===== src/rtl/lbist_pkg.sv =====
// Shared types and constants for the LBIST controller and its watchdog.
package lbist_pkg;

  typedef enum logic [2:0] {
    StIdle,
    StSeed,
    StRun,
    StSettle,
    StCompare,
    StDone
  } state_e;

  localparam int unsigned WdogLimit  = 4;
  localparam int unsigned WdogCntW   = 3;
  localparam int unsigned SettleCntW = 4;

endpackage


===== src/rtl/lbist_wdog.sv =====
// Stall watchdog: flags a pattern counter that stops moving while increments are requested.
module lbist_wdog
  import lbist_pkg::*;
#(
  parameter int unsigned BITS = 8
) (
  input  logic            clk,
  input  logic            rst,
  input  logic            active,
  input  logic [BITS-1:0] count,
  output logic            expired
);

  logic [BITS-1:0]     last_q;
  logic [WdogCntW-1:0] stall_q;
  logic                same;

  assign same    = (count == last_q);
  // Fires on the WdogLimit-th consecutive stalled cycle so the FSM aborts on that edge.
  assign expired = active && same && (stall_q == WdogCntW'(WdogLimit - 1));

  always_ff @(posedge clk) begin
    if (rst) begin
      last_q  <= '0;
      stall_q <= '0;
    end else begin
      last_q <= count;
      if (active && same) begin
        stall_q <= stall_q + 1'b1;
      end else begin
        stall_q <= '0;
      end
    end
  end

endmodule


===== src/rtl/lbist_ctrl.sv =====
// LBIST run controller: seed, run N_PATTERNS, settle, compare signature.
// Optional stall watchdog enabled by defining LBIST_CTRL_TIMEOUT_EN.
module lbist_ctrl
  import lbist_pkg::*;
#(
  parameter int unsigned     BITS          = 8,
  parameter int unsigned     N_PATTERNS    = 200,
  parameter int unsigned     SIG_W         = 16,
  parameter logic [SIG_W-1:0] GOLDEN_SIG   = '0,
  parameter int unsigned     SETTLE_CYCLES = 2
) (
  input  logic             clk,
  input  logic             rst,
  input  logic             start,
  input  logic [0:BITS-1]  count,
  input  logic [SIG_W-1:0] sig,
  output logic             inc,
  output logic             seed_load,
  output logic             capture_en,
  output logic             busy,
  output logic             done,
  output logic             pass,
  output logic             timeout
);

  state_e                state_q;
  logic [BITS-1:0]       base_q;
  logic [BITS-1:0]       delta;
  logic [SettleCntW-1:0] settle_q;
  logic                  wdog_expire;

  // Modular distance so a base near the top of the counter range still terminates.
  assign delta = count - base_q;
  assign inc   = (state_q == StRun) && (delta != BITS'(N_PATTERNS));

`ifdef LBIST_CTRL_TIMEOUT_EN
  logic timeout_q;

  lbist_wdog #(
    .BITS(BITS)
  ) u_wdog (
    .clk    (clk),
    .rst    (rst),
    .active (inc),
    .count  (count),
    .expired(wdog_expire)
  );

  assign timeout = timeout_q;
`else
  assign wdog_expire = 1'b0;
  assign timeout     = 1'b0;
`endif

  always_ff @(posedge clk) begin
    if (rst) begin
      state_q    <= StIdle;
      base_q     <= '0;
      settle_q   <= '0;
      seed_load  <= 1'b0;
      capture_en <= 1'b0;
      busy       <= 1'b0;
      done       <= 1'b0;
      pass       <= 1'b0;
`ifdef LBIST_CTRL_TIMEOUT_EN
      timeout_q  <= 1'b0;
`endif
    end else begin
      seed_load <= 1'b0;
      unique case (state_q)
        StIdle, StDone: begin
          if (start) begin
            state_q   <= StSeed;
            seed_load <= 1'b1;
            busy      <= 1'b1;
            done      <= 1'b0;
            pass      <= 1'b0;
`ifdef LBIST_CTRL_TIMEOUT_EN
            timeout_q <= 1'b0;
`endif
          end
        end
        StSeed: begin
          base_q     <= count;
          capture_en <= 1'b1;
          state_q    <= StRun;
        end
        StRun: begin
          if (delta == BITS'(N_PATTERNS)) begin
            settle_q <= '0;
            state_q  <= StSettle;
          end
          // Stall abort; exclusive with the branch above since it needs inc=1.
          if (wdog_expire) begin
            capture_en <= 1'b0;
            busy       <= 1'b0;
            done       <= 1'b1;
            pass       <= 1'b0;
            state_q    <= StDone;
`ifdef LBIST_CTRL_TIMEOUT_EN
            timeout_q  <= 1'b1;
`endif
          end
        end
        StSettle: begin
          if (settle_q == SettleCntW'(SETTLE_CYCLES - 1)) begin
            capture_en <= 1'b0;
            state_q    <= StCompare;
          end else begin
            settle_q <= settle_q + 1'b1;
          end
        end
        StCompare: begin
          pass    <= (sig == GOLDEN_SIG);
          done    <= 1'b1;
          busy    <= 1'b0;
          state_q <= StDone;
        end
        default: state_q <= StIdle;
      endcase
    end
  end

endmodule


===== config.mk =====
export PLATFORM = sky130hd
export DESIGN_NAME = lbist_ctrl
export DESIGN_NICKNAME = d
export VERILOG_FILES = /design/src/rtl/lbist_pkg.sv /design/src/rtl/lbist_wdog.sv /design/src/rtl/lbist_ctrl.sv
export SDC_FILE = /design/constraint.sdc
export NUM_CORES = 1
export LEC_CHECK = 0
export CAP_MARGIN = 20
export CORE_MARGIN = 2
export CORE_UTILIZATION = 51
export DETAILED_ROUTE_END_ITERATION = 10
export GPL_ROUTABILITY_DRIVEN = 0
export PLACE_DENSITY = 0.87
export RECOVER_POWER = 50
export SLEW_MARGIN = 15
export SYNTH_ARGS = -nofsm -noshare
export SYNTH_HDL_FRONTEND = slang
export SYNTH_HIERARCHICAL = 1
export SYNTH_SLANG_ARGS = --single-unit

===== constraint.sdc =====
create_clock -name clk -period 3.6 [get_ports clk]
set_clock_uncertainty 0.2 [all_clocks]
set_input_delay 0.54 -clock clk [delete_from_list [all_inputs] [get_ports clk]]
set_output_delay 0.54 -clock clk [all_outputs]
set_load 0.05 [all_outputs]

==> out/results.tsv, run 1 <==
metric	value	unit
clk_pin_slew_worst_paths	0.12	ns
vdd_drop_max	0.000304	V
die_h	53.3	microns
endpoint_kind	primary output	
die-area	2840	sq um
fmax	0.286	GHz
cts_max_path_buffers	2	
grt_first_pass_wirelength	4860	microns
nets	224	
drt_first_pass_iters	4	
antenna_found_initial	0	
fin_ws	0.0987	ns
synth_cells	155	
yosys-top-cells-count	nor2_1 (23), dfxtp_1 (20), a21oi_1 (14)	
wire_per_inst	14.0	microns
synthFlopType	dfxtp_1	
syn_nets	191	
synth_top_area_share	32.3	%
regToRegStartpoint	state_q[0]	
place_area	1580	sq um
netlist_area	1240	sq um
cp_cell_sequence	clkdlybuf4s50_1 > ha_1 > a21oi_1 > a21bo_2 > a31oi_2 > mux2_4 > nor3_4 > nor2_1 > buf_4	
min_to	done	
relSlewSlack	-17.5	%
power.density	370	nW/um^2
seqPwrFrac	39.7	%
core_area	2250	sq um
routed_wl	3010	microns
synthToLayoutAreaGrowth	33.6	%
fin_area	1660	sq um
status	finished, violations left	
path_buf_inv	2	
fillCellCount	183	
fin_crit	3.50	ns
yosys_warnings	6	
worst_slew_pin_slew	1.75	ns
finalSetupViolations	0	
cp_slowest_stage_delay	0.42	ns
p_sw	183	uW
worstSetupPathType	in2out	
final_antenna_net_count	0	
cts_buffers	3	
htreeDepth	1	
hold_start	done	
crit_fanout	3	
critPathLaunchType	primary input	
p_int	431	uW
grt_pass1_vias	1235	
critPathTopFamily	compound AO/OA/AOI/OAI gates	
cap_violations	1	
ys_async_sr_fraction	0	%
ys_top_cells_by_area	dfxtp_1 (32%), ha_1 (9.1%), nor2_1 (7.0%)	
report.final.slew_viol_count	16	
netlist-cell-type-count	46	
drc_errors	0	
drt-vias-per-instance	5.73	
syn_avg_cell_area	8.01	sq um
synth_edf_count	0	
hpwl	2250	microns
yosys.area.top_type	dfxtp_1	
r2r_cells	4	
grt.total_usage	22.7	%
drt_iter0_markers	18	
pwr-share-comb	30.2	%
yosysMostFrequentCell	nor2_1	
io_buffers	32	
power	614	uW
p_clk_share	30.1	%
hold_path_class	reg2reg	
yosys_register_bits	20	
num_vias	1233	
grt_max_degree	21	
dpl_worst_slack	0.00310	ns
fin_crit_sh	97.3	%
ioPinCount	34	
insertion_delay	0.30	ns
whs_path_depth	2	
leakage	0.658	nW
fp.dieW	53.3	microns
drive_gt1_share	8.56	%
initial_core_util	55.0	%
cp.required	2.86	ns
critPathSlowestCell	clkdlybuf4s50_1	
cp.arrival	2.76	ns
rr_endpoint	base_q[7]	
failed_checks	capacitance limit, slew limit	
clock_sinks	20	
n_antenna_cell	0	
hold_viol_final	0	
rows	17	
postCtsSetupBuffers	0	
p_sw_share	29.8	%
cts_tree	done	
reg2reg_slack	0.91	ns
clockRootBuffer	clkbuf_4	
grt_overflow	0	
synth.yosys.seq_area_share	32.3	%
state kept, by name, indices dropped and copies added (netlist names):
register	count
state_q	3
seed_load	1
capture_en	1
pass	1
busy	1
base_q	8
done	1
settle_q	4
area by class of cell:
cell class / count / area [sq um] / share of cell area (%)
Inverter: 12 / 45.0 / 2.72
Timing Repair Buffer: 33 / 325 / 19.6
Tap cell: 28 / 35.0 / 2.11
Clock inverter: 1 / 30.0 / 1.81
Sequential cell: 20 / 400 / 24.2
Clock buffer: 3 / 22.5 / 1.36
Multi-Input combinational cell: 118 / 800 / 48.2
power groups by stage:
stage | Clock [mW] | Combinational, mW | Sequential (mW)
2_1_floorplan | 0 | 0.105 | 0.258
3_3_place_gp | 0 | 0.168 | 0.248
3_5_place_dp | 0 | 0.176 | 0.249
4_1_cts | 0.187 | 0.177 | 0.244
5_1_grt | 0.198 | 0.203 | 0.246
6_report | 0.185 | 0.186 | 0.243
worst max path at each step:
| stage | start | slack [ns] | end | cells past startpoint |
|---|---|---|---|---|
| CTS | count[5] | 0.06 | inc | 9 |
| detailed placement | count[5] | 0.003 | inc | 9 |
| global route | count[4] | -0.007 | inc | 9 |
| finish | count[5] | 0.1 | inc | 9 |
| global placement | count[5] | 0.08 | inc | 9 |
| floorplan | count[5] | 0.47 | inc | 7 |
per-stage QoR:
stage / utilization, % / hold slack (ns) / instances / TNS (ns)
2_1_floorplan: - / 0.263 / 155 / 0
3_3_place_gp: 70.0 / 0.271 / 211 / 0
3_5_place_dp: 70.0 / 0.277 / 211 / 0
4_1_cts: 72.6 / 0.304 / 215 / 0
5_1_grt: 73.5 / 0.330 / 215 / -0.00660
6_report: 73.5 / 0.304 / 215 / 0
routing by layer:
layer / vias up / track usage (%) / part of all wire [%]
met5: - / 0 / 0
met4: 0 / 9.40 / 1.4
met3: 6 / 4.52 / 3.3
met2: 26 / 42.6 / 53
met1: 585 / 24.1 / 42
li1: 616 / - / -
layout by cell type, fill, tap and decap left out, types with 2 or more instances in the layout:
| cell type | instances |
|---|---|
| nor4b_1 | 2 |
| nor2_1 | 23 |
| nand4_1 | 2 |
| a21o_1 | 3 |
| ha_1 | 8 |
| inv_1 | 12 |
| clkdlybuf4s50_1 | 29 |
| nand2_1 | 13 |
| nor3_1 | 3 |
| xor2_1 | 2 |
| nor4_1 | 4 |
| buf_4 | 2 |
| o211a_1 | 2 |
| xnor2_1 | 2 |
| or3_1 | 3 |
| o21ai_1 | 2 |
| dlygate4sd3_1 | 2 |
| clkbuf_4 | 3 |
| o21ai_0 | 3 |
| nand3_1 | 2 |
| dfxtp_1 | 20 |
| nand2b_1 | 2 |
| a21oi_1 | 14 |
| mux2i_1 | 2 |
worst min-delay path, cell delays in order (launching register included):
cell and delay (ns):
dfxtp_1 0.34, o21ai_0 0.07, a21oi_1 0.06
cells by family (layout without fill, tap and decap cells):
| family | after synthesis | after routing | share of synthesized area [%] |
|---|---|---|---|
| compound gates | 40 | 40 | 22.9 |
| xor+xnor | 4 | 4 | 2.82 |
| fa+ha+maj | 10 | 10 | 9.88 |
| buf+inv | 17 | 49 | 5.44 |
| flops | 20 | 20 | 32.3 |
| mux | 3 | 3 | 2.52 |
| other cells | 1 | 1 | 0.302 |
| simple gates | 60 | 60 | 23.9 |
timing repair:
item,in CTS,in global routing
pin swaps,0,0
resized for setup,1,5
setup endpoints to repair,1,1
hold buffers,0,0
Power figures use the tool's default switching activity.
==> run 2, diff against run 1 <==
--- a/config.mk
+++ b/config.mk
@@ -15,5 +15,4 @@
 export SLEW_MARGIN = 15
 export SYNTH_ARGS = -nofsm -noshare
 export SYNTH_HDL_FRONTEND = slang
-export SYNTH_HIERARCHICAL = 1
 export SYNTH_SLANG_ARGS = --single-unit
==> results of run 2 <==
No change in the layout: final DEF, timing and power equal those of run 1.
Main changes from that run: Yosys warning count 6 -> 0
